==> src/rtl/fp_mult_arb_pkg.sv <==
// Shared definitions for the fp_mult_arbiter block: operand width, result flag bit
// positions, grant counter width and the quiesce FSM state encoding.
package fp_mult_arb_pkg;

    localparam int unsigned FP_WIDTH        = 32;
    localparam int unsigned GRANT_CNT_WIDTH = 16;

    // Bit positions within the 4-bit result flag vector {INF, NaN, DENORMAL, ZERO}
    localparam int unsigned FLAG_INF      = 3;
    localparam int unsigned FLAG_NAN      = 2;
    localparam int unsigned FLAG_DENORMAL = 1;
    localparam int unsigned FLAG_ZERO     = 0;

    typedef enum logic [1:0] {
        StRun    = 2'd0,
        StDrain  = 2'd1,
        StHalted = 2'd2
    } arb_state_e;

endpackage

==> src/rtl/fp_mult_sp.sv <==
// Pipelined IEEE-754 single-precision multiplier, LATENCY clocks from i_A/i_B to o_RES/o_FLAGS.
// Denormal operands are treated as zero; results that would be subnormal are flushed to a
// signed zero with DENORMAL and ZERO flagged. Round to nearest even. Pipeline is not reset.
// Ports: i_CLK clock; i_A, i_B operands; o_RES product; o_FLAGS {INF, NaN, DENORMAL, ZERO}.
module fp_mult_sp
    import fp_mult_arb_pkg::*;
#(
    parameter int unsigned LATENCY = 5
) (
    input  logic                i_CLK,
    input  logic [FP_WIDTH-1:0] i_A,
    input  logic [FP_WIDTH-1:0] i_B,
    output logic [FP_WIDTH-1:0] o_RES,
    output logic [3:0]          o_FLAGS
);

    logic                sign;
    logic [7:0]          ea, eb;
    logic [22:0]         ma, mb;
    logic                a_nan, b_nan, a_inf, b_inf, a_zero, b_zero;
    logic [47:0]         prod;
    logic signed [9:0]   exp_s, exp_r;
    logic [22:0]         mant;
    logic                guard, sticky, rnd_up;
    logic [32:0]         em;
    logic [FP_WIDTH-1:0] res_c;
    logic [3:0]          flg_c;
    logic [FP_WIDTH+3:0] pipe_q [LATENCY];

    assign sign   = i_A[31] ^ i_B[31];
    assign ea     = i_A[30:23];
    assign eb     = i_B[30:23];
    assign ma     = i_A[22:0];
    assign mb     = i_B[22:0];
    assign a_nan  = (ea == 8'hFF) && (ma != 23'h0);
    assign b_nan  = (eb == 8'hFF) && (mb != 23'h0);
    assign a_inf  = (ea == 8'hFF) && (ma == 23'h0);
    assign b_inf  = (eb == 8'hFF) && (mb == 23'h0);
    assign a_zero = (ea == 8'h00);
    assign b_zero = (eb == 8'h00);

    always_comb begin
        res_c  = '0;
        flg_c  = '0;
        prod   = '0;
        exp_s  = '0;
        exp_r  = '0;
        mant   = '0;
        guard  = 1'b0;
        sticky = 1'b0;
        rnd_up = 1'b0;
        em     = '0;
        if (a_nan || b_nan || (a_inf && b_zero) || (a_zero && b_inf)) begin
            res_c           = 32'h7FC0_0000;
            flg_c[FLAG_NAN] = 1'b1;
        end else if (a_inf || b_inf) begin
            res_c           = {sign, 8'hFF, 23'h0};
            flg_c[FLAG_INF] = 1'b1;
        end else if (a_zero || b_zero) begin
            res_c            = {sign, 31'h0};
            flg_c[FLAG_ZERO] = 1'b1;
        end else begin
            prod  = 48'({1'b1, ma}) * 48'({1'b1, mb});
            exp_s = $signed({2'b00, ea}) + $signed({2'b00, eb}) - 10'sd127;
            // Product of two [1,2) significands lies in [1,4): normalise by at most one bit
            if (prod[47]) begin
                exp_s  = exp_s + 10'sd1;
                mant   = prod[46:24];
                guard  = prod[23];
                sticky = |prod[22:0];
            end else begin
                mant   = prod[45:23];
                guard  = prod[22];
                sticky = |prod[21:0];
            end
            rnd_up = guard & (sticky | mant[0]);
            // Rounding carry out of the mantissa propagates straight into the exponent
            em    = {exp_s, mant} + {32'h0, rnd_up};
            exp_r = $signed(em[32:23]);
            if (exp_r >= 10'sd255) begin
                res_c           = {sign, 8'hFF, 23'h0};
                flg_c[FLAG_INF] = 1'b1;
            end else if (exp_r <= 10'sd0) begin
                res_c                = {sign, 31'h0};
                flg_c[FLAG_DENORMAL] = 1'b1;
                flg_c[FLAG_ZERO]     = 1'b1;
            end else begin
                res_c = {sign, em[30:23], em[22:0]};
            end
        end
    end

    always_ff @(posedge i_CLK) begin
        pipe_q[0] <= {flg_c, res_c};
        for (int unsigned i = 1; i < LATENCY; i++) begin
            pipe_q[i] <= pipe_q[i-1];
        end
    end

    assign o_RES   = pipe_q[LATENCY-1][FP_WIDTH-1:0];
    assign o_FLAGS = pipe_q[LATENCY-1][FP_WIDTH+3:FP_WIDTH];

endmodule

==> src/rtl/fp_rr_arbiter.sv <==
// Round-robin arbiter: searches i_VALID starting at the pointer, wrapping at NUM_REQ-1 -> 0.
// After a grant to k the pointer moves to (k+1) mod NUM_REQ; otherwise it holds.
// Ports: i_CLK, i_RST (async, active high); i_EN gates all grants; i_VALID requests;
// o_GRANT one-hot grant; o_GRANT_IDX / o_GRANT_VLD encoded grant.
module fp_rr_arbiter #(
    parameter int unsigned NUM_REQ = 4,
    parameter int unsigned IDX_W   = $clog2(NUM_REQ)
) (
    input  logic               i_CLK,
    input  logic               i_RST,
    input  logic               i_EN,
    input  logic [NUM_REQ-1:0] i_VALID,
    output logic [NUM_REQ-1:0] o_GRANT,
    output logic [IDX_W-1:0]   o_GRANT_IDX,
    output logic               o_GRANT_VLD
);

    logic [IDX_W-1:0] ptr_q, ptr_d;

    always_comb begin
        int unsigned c;
        o_GRANT     = '0;
        o_GRANT_IDX = '0;
        o_GRANT_VLD = 1'b0;
        c           = 0;
        for (int unsigned i = 0; i < NUM_REQ; i++) begin
            c = (32'(ptr_q) + i) % NUM_REQ;
            if (i_EN && !o_GRANT_VLD && i_VALID[c]) begin
                o_GRANT_VLD = 1'b1;
                o_GRANT_IDX = IDX_W'(c);
            end
        end
        if (o_GRANT_VLD) begin
            o_GRANT[o_GRANT_IDX] = 1'b1;
        end
    end

    always_comb begin
        ptr_d = ptr_q;
        if (o_GRANT_VLD) begin
            ptr_d = (o_GRANT_IDX == IDX_W'(NUM_REQ - 1)) ? '0 : o_GRANT_IDX + IDX_W'(1);
        end
    end

    always_ff @(posedge i_CLK or posedge i_RST) begin
        if (i_RST) begin
            ptr_q <= '0;
        end else begin
            ptr_q <= ptr_d;
        end
    end

endmodule

==> src/rtl/fp_mult_arbiter.sv <==
// Shares one pipelined fp_mult_sp among NUM_REQ requesters. Round-robin issue (one per cycle),
// a MULT_LAT-deep tag pipe that routes each result back to its issuer, an in-flight counter
// and a RUN/DRAIN/HALTED quiesce FSM driven by i_HALT.
// Ports: i_CLK, i_RST (async, active high); i_REQ_VALID/o_REQ_READY/i_REQ_A/i_REQ_B request
// side (operands packed 32 bits per requester); o_RES_VALID/o_RES/o_RES_FLAGS result side;
// i_HALT/o_HALTED quiesce handshake; o_BUSY operations in flight.
// Optional: define FP_MULT_ARB_PERF_EN to add per-requester 16-bit saturating grant counters
// (o_GRANT_CNT, cleared by i_CNT_CLR).
module fp_mult_arbiter
    import fp_mult_arb_pkg::*;
#(
    parameter int unsigned NUM_REQ  = 4,
    parameter int unsigned MULT_LAT = 5
) (
    input  logic                        i_CLK,
    input  logic                        i_RST,
    input  logic [NUM_REQ-1:0]          i_REQ_VALID,
    output logic [NUM_REQ-1:0]          o_REQ_READY,
    input  logic [NUM_REQ*FP_WIDTH-1:0] i_REQ_A,
    input  logic [NUM_REQ*FP_WIDTH-1:0] i_REQ_B,
    output logic [NUM_REQ-1:0]          o_RES_VALID,
    output logic [FP_WIDTH-1:0]         o_RES,
    output logic [3:0]                  o_RES_FLAGS,
`ifdef FP_MULT_ARB_PERF_EN
    output logic [NUM_REQ*GRANT_CNT_WIDTH-1:0] o_GRANT_CNT,
    input  logic                        i_CNT_CLR,
`endif
    input  logic                        i_HALT,
    output logic                        o_HALTED,
    output logic                        o_BUSY
);

    localparam int unsigned IDX_W = $clog2(NUM_REQ);
    localparam int unsigned CNT_W = $clog2(MULT_LAT + 1);

    arb_state_e          state_q, state_d;
    logic [CNT_W-1:0]    cnt_q, cnt_d;
    logic [MULT_LAT-1:0] tag_vld_q;
    logic [IDX_W-1:0]    tag_idx_q [MULT_LAT];
    logic [NUM_REQ-1:0]  grant;
    logic [IDX_W-1:0]    grant_idx;
    logic                grant_vld;
    logic                arb_en;
    logic                res_vld;
    logic [FP_WIDTH-1:0] op_a_q, op_b_q, mult_a, mult_b;

    assign arb_en  = (state_q == StRun) && !i_HALT;
    assign res_vld = tag_vld_q[MULT_LAT-1];

    fp_rr_arbiter #(
        .NUM_REQ (NUM_REQ),
        .IDX_W   (IDX_W)
    ) u_arb (
        .i_CLK       (i_CLK),
        .i_RST       (i_RST),
        .i_EN        (arb_en),
        .i_VALID     (i_REQ_VALID),
        .o_GRANT     (grant),
        .o_GRANT_IDX (grant_idx),
        .o_GRANT_VLD (grant_vld)
    );

    assign o_REQ_READY = grant;

    // Operands reach the multiplier in the grant cycle; idle cycles replay the last pair.
    always_comb begin
        mult_a = op_a_q;
        mult_b = op_b_q;
        for (int unsigned k = 0; k < NUM_REQ; k++) begin
            if (grant[k]) begin
                mult_a = i_REQ_A[k*FP_WIDTH +: FP_WIDTH];
                mult_b = i_REQ_B[k*FP_WIDTH +: FP_WIDTH];
            end
        end
    end

    always_ff @(posedge i_CLK) begin
        op_a_q <= mult_a;
        op_b_q <= mult_b;
    end

    fp_mult_sp #(
        .LATENCY (MULT_LAT)
    ) u_mult (
        .i_CLK   (i_CLK),
        .i_A     (mult_a),
        .i_B     (mult_b),
        .o_RES   (o_RES),
        .o_FLAGS (o_RES_FLAGS)
    );

    // Tag pipe runs in lockstep with the multiplier; its reset masks stale multiplier data.
    always_ff @(posedge i_CLK or posedge i_RST) begin
        if (i_RST) begin
            tag_vld_q <= '0;
            for (int unsigned i = 0; i < MULT_LAT; i++) begin
                tag_idx_q[i] <= '0;
            end
        end else begin
            tag_vld_q[0] <= grant_vld;
            tag_idx_q[0] <= grant_idx;
            for (int unsigned i = 1; i < MULT_LAT; i++) begin
                tag_vld_q[i] <= tag_vld_q[i-1];
                tag_idx_q[i] <= tag_idx_q[i-1];
            end
        end
    end

    always_comb begin
        o_RES_VALID = '0;
        if (res_vld) begin
            o_RES_VALID[tag_idx_q[MULT_LAT-1]] = 1'b1;
        end
    end

    always_comb begin
        cnt_d = cnt_q;
        case ({grant_vld, res_vld})
            2'b10:   cnt_d = cnt_q + CNT_W'(1);
            2'b01:   cnt_d = cnt_q - CNT_W'(1);
            default: cnt_d = cnt_q;
        endcase
    end

    assign o_BUSY   = (cnt_q != '0);
    assign o_HALTED = (state_q == StHalted);

    // DRAIN looks at the next count so HALTED follows the final result by exactly one cycle.
    always_comb begin
        state_d = state_q;
        case (state_q)
            StRun: begin
                if (i_HALT) state_d = StDrain;
            end
            StDrain: begin
                if (!i_HALT)          state_d = StRun;
                else if (cnt_d == '0) state_d = StHalted;
            end
            StHalted: begin
                if (!i_HALT) state_d = StRun;
            end
            default: state_d = StRun;
        endcase
    end

    always_ff @(posedge i_CLK or posedge i_RST) begin
        if (i_RST) begin
            state_q <= StRun;
            cnt_q   <= '0;
        end else begin
            state_q <= state_d;
            cnt_q   <= cnt_d;
        end
    end

`ifdef FP_MULT_ARB_PERF_EN
    logic [GRANT_CNT_WIDTH-1:0] gcnt_q [NUM_REQ];

    always_ff @(posedge i_CLK or posedge i_RST) begin
        if (i_RST) begin
            for (int unsigned k = 0; k < NUM_REQ; k++) gcnt_q[k] <= '0;
        end else if (i_CNT_CLR) begin
            for (int unsigned k = 0; k < NUM_REQ; k++) gcnt_q[k] <= '0;
        end else begin
            for (int unsigned k = 0; k < NUM_REQ; k++) begin
                if (grant[k] && (gcnt_q[k] != '1)) begin
                    gcnt_q[k] <= gcnt_q[k] + GRANT_CNT_WIDTH'(1);
                end
            end
        end
    end

    always_comb begin
        o_GRANT_CNT = '0;
        for (int unsigned k = 0; k < NUM_REQ; k++) begin
            o_GRANT_CNT[k*GRANT_CNT_WIDTH +: GRANT_CNT_WIDTH] = gcnt_q[k];
        end
    end
`endif

endmodule

==> config.mk <==
export PLATFORM = sky130hd
export DESIGN_NAME = fp_mult_arbiter
export DESIGN_NICKNAME = d
export VERILOG_FILES = /design/src/rtl/fp_mult_arb_pkg.sv /design/src/rtl/fp_mult_sp.sv /design/src/rtl/fp_rr_arbiter.sv /design/src/rtl/fp_mult_arbiter.sv
export SDC_FILE = /design/constraint.sdc
export NUM_CORES = 2
export LEC_CHECK = 0
export CELL_PAD_IN_SITES_DETAIL_PLACEMENT = 1
export CELL_PAD_IN_SITES_GLOBAL_PLACEMENT = 1
export CORE_ASPECT_RATIO = 1.4
export CORE_MARGIN = 5
export CORE_UTILIZATION = 35
export CTS_CLUSTER_DIAMETER = 30
export DETAILED_ROUTE_END_ITERATION = 8
export PLACE_DENSITY = 0.79
export SYNTH_ARGS = -nofsm -noshare
export SYNTH_HDL_FRONTEND = slang
export SYNTH_SLANG_ARGS = --single-unit
==> constraint.sdc <==
create_clock -name i_CLK -period 14 [get_ports i_CLK]
set_input_delay 2.1 -clock i_CLK [delete_from_list [all_inputs] [get_ports i_CLK]]
set_output_delay 2.1 -clock i_CLK [all_outputs]
set_load 0.005 [all_outputs]
==> impl_metrics.tcl <==
set metrics [dict create \
    yosysSeqAreaShare_pct 17.7 \
    start_util_pct 35.2 \
    die_height_um 360 \
    post_drt_wl_per_cell_um 25.7 \
    cts_max_level 2 \
    place_congestion 0.960 \
    drtAntennaViolNets 0 \
    placed_cell_area_mm2 0.0387 \
    antenna_found_initial 7 \
    post-route-period-util_pct 101 \
    synth_edf_count 0 \
    min_path_cells 0 \
    via_per_inst 5.49 \
    area_delta_synth_final_pct 34.8 \
    multiInputGateArea_mm2 0.0226 \
    clockBufferDepth 3 \
    status "finished with violations" \
    route.met3.wl_um 10100 \
    netlist_area_mm2 0.0307 \
    cts_buffers 39 \
    setup_ws_ps -121 \
    cp_max_fo 15 \
    num-nets-final 5283 \
    seqCellArea_mm2 0.00544 \
    dr_wl_met2_um 69900 \
    worst_pin_slew_ps 1300 \
    critical_path_required_ps 14420 \
    routed_wirelength_um 142000 \
    grt_pass1_wl_um 201000 \
    syn_nets 4589 \
    final_layout_size_suffix_gt1_share_pct 19.3 \
    cts.sinks 266 \
    ff2ff_path_depth 48 \
    drc 0 \
    cpMaxStageDelayCell "fa_1" \
    vias 30463 \
    fmax_mhz 70.8 \
    synth_ff_type "dfxtp_1" \
    fill_cells 10011 \
    failed_checks "setup timing" \
    dp_hpwl_um 109000 \
    design_area_mm2 0.0413 \
    num_rows 128 \
    wl_met1_um 47000 \
    top_layer "met5" \
    maxCapViolations 0 \
    drv_slew 0 \
    synth-seq-cells 266 \
    hold_class "reg -> reg" \
    fin_worst_skew_ps 27.9 \
    avgSynthCellArea_um2 8.39 \
    clkTransAtPathRegs_ps 70 \
    finalHoldViolations 0 \
    die_w_um 260 \
    grt.total_usage_pct 27.9 \
    numPortBuffers 308 \
    drt_iter0_drc 2210 \
    yosysWarningCount 0 \
    grt-ovfl-total 0 \
    finalSetupViolCount 4 \
    ioPinCount 309 \
    min_period_ps 14120 \
    maxSlewHeadroom_pct 12.7 \
    synthCells 3653 \
    root_buffer "clkbuf_16" \
    async_reset_ff_share_pct 8.27 \
    first_global_vias 33592 \
    start_kind "primary input" \
    clock_latency_ps 570 \
    setup.worst_path.end_class "register" \
    worstSetupPathType "in -> reg" \
    grt_max_degree 42 \
    cts_tree "done" \
    die_area_mm2 0.0937 \
    drt-pass1-iter-count 6 \
    cpPeakStageDelay_ps 570 \
    coreArea_mm2 0.0870 \
    dp_slack_ps -623 \
    worstPathArrival_ps 14550 \
    ys_types 97 \
]
## sequential cells by signal, summed over array words and instances, names as in the netlist
register	flops
state_q	2
u_arb.ptr_q	2
op_a_q	32
tag_idx_q	10
tag_vld_q	5
cnt_q	3
op_b_q	32
u_mult.pipe_q	180
## repair_timing
item / 4_1_cts / 5_1_grt
endpoints found under the setup margin: 32 / 34
cloned: 0 / 9
resized for setup: 8 / 182
hold buffers: 0 / 0
setup buffers: 0 / 31
pin swaps: 0 / 36
## final cells by class
type	instances	share of cell area, %
Multi-Input combinational cell	2512	54.7
Timing Repair Buffer	894	19.5
Sequential cell	266	13.1
Inverter	634	5.80
Tap cell	1170	3.54
Clock buffer	50	2.68
Clock inverter	21	0.596
Antenna cell	5	0.0303
## final timing paths
path,from,to,slack [ps]
setup / recovery,i_REQ_VALID[2],u_mult.pipe_q[0][25],-120
hold / removal,u_mult.pipe_q[0][35],u_mult.pipe_q[0][71],320
setup reg to reg,u_arb.ptr_q[0],u_mult.pipe_q[0][25],1260
hold reg to reg,u_mult.pipe_q[0][35],u_mult.pipe_q[0][71],320
max in group asynchronous,i_RST,state_q[0],11360
min in group asynchronous,i_RST,u_arb.ptr_q[0],2040
## synth_stat cells (5+ instances only)
master,n,area (µm²)
nor4_1,30,188
a211o_1,6,52.6
o31ai_1,12,90.1
xnor2_1,50,438
nor3_1,42,210
buf_1,28,105
a31oi_1,14,87.6
nand4_1,33,206
fa_1,484,9690
o21bai_1,7,52.6
a22oi_1,10,75.1
dfrtp_1,22,551
mux2i_1,16,160
buf_4,36,270
ha_1,189,2360
inv_1,625,2350
o211ai_1,13,97.6
and2_1,14,87.6
buf_2,29,145
clkinv_1,7,26.3
a211oi_1,24,180
dfxtp_1,244,4880
a21oi_1,166,831
nor2_1,463,1740
a311oi_1,68,596
o21ai_0,54,270
and4_1,5,43.8
or4_1,9,67.6
nand3b_1,6,45.0
o21ai_1,11,55.1
or2_2,7,43.8
and3_1,18,113
a21o_1,42,315
xor2_1,34,298
nand3_1,81,405
or3_1,9,56.3
o22ai_1,10,62.6
o21a_1,11,82.6
nand2_1,485,1820
clkbuf_1,147,552
## per-stage QoR
| step | setup TNS (ps) | utilization (%) | std cells | hold slack (ps) |
|---|---|---|---|---|
| 2_1_floorplan | 0 | - | 3653 | 310 |
| 3_3_place_gp | -10380 | 44.5 | 5436 | 310 |
| 3_5_place_dp | -18240 | 44.5 | 5436 | 313 |
| 4_1_cts | 0 | 46.1 | 5507 | 311 |
| 5_1_grt | -10120 | 47.5 | 5551 | 330 |
| 6_report | -205 | 47.5 | 5552 | 320 |
## metal layers
| layer | track usage (%) | vias to the layer above |
|---|---|---|
| met2 | 50.1 | 1591 |
| met4 | 20.6 | 4 |
| met3 | 4.85 | 718 |
| met1 | 28.8 | 15232 |
| li1 | - | 12918 |
| met5 | 0 | - |
## layout by cell type (no fill, tap or decap), types with 25 or more instances in the layout
master / n
a21o_1: 41
xnor2_1: 47
nor3_1: 32
inv_1: 613
buf_4: 530
buf_12: 30
nor2_1: 450
nand4_1: 33
ha_1: 175
xor2_1: 34
a311oi_1: 61
nand2_1: 477
clkbuf_16: 48
nand3_1: 79
a21oi_1: 141
dfxtp_1: 244
nor4_1: 25
o21ai_0: 45
a21oi_2: 25
clkdlybuf4s50_1: 307
fa_1: 477
## logic make-up (layout without fill, tap and decap cells)
family                   after synthesis  in the layout  share of synthesized area [%]
flip-flops                           266            266                           17.7
AO/OA/AOI/OAI                        502            502                           11.2
adder cells (fa/ha/maj)              673            673                           39.3
XOR/XNOR                              85             85                           2.47
AND/OR/NAND/NOR                     1234           1234                           17.4
buffers and inverters                875           1599                           11.3
other                                  0              5                              0
multiplexers                          18             18                          0.596
## worst max-delay path: cells and delay by family
kind / cells / cell delay (ps)
adder cells (fa/ha/maj): 9 / 3860
AND/OR/NAND/NOR: 10 / 2210
buffers and inverters: 14 / 2340
AO/OA/AOI/OAI: 15 / 3450
XOR/XNOR: 1 / 410
multiplexers: 1 / 140
Power is left out: the tool's default activity adds up to more than one toggle a clock period on the data nets, which glitch-free logic cannot reach.
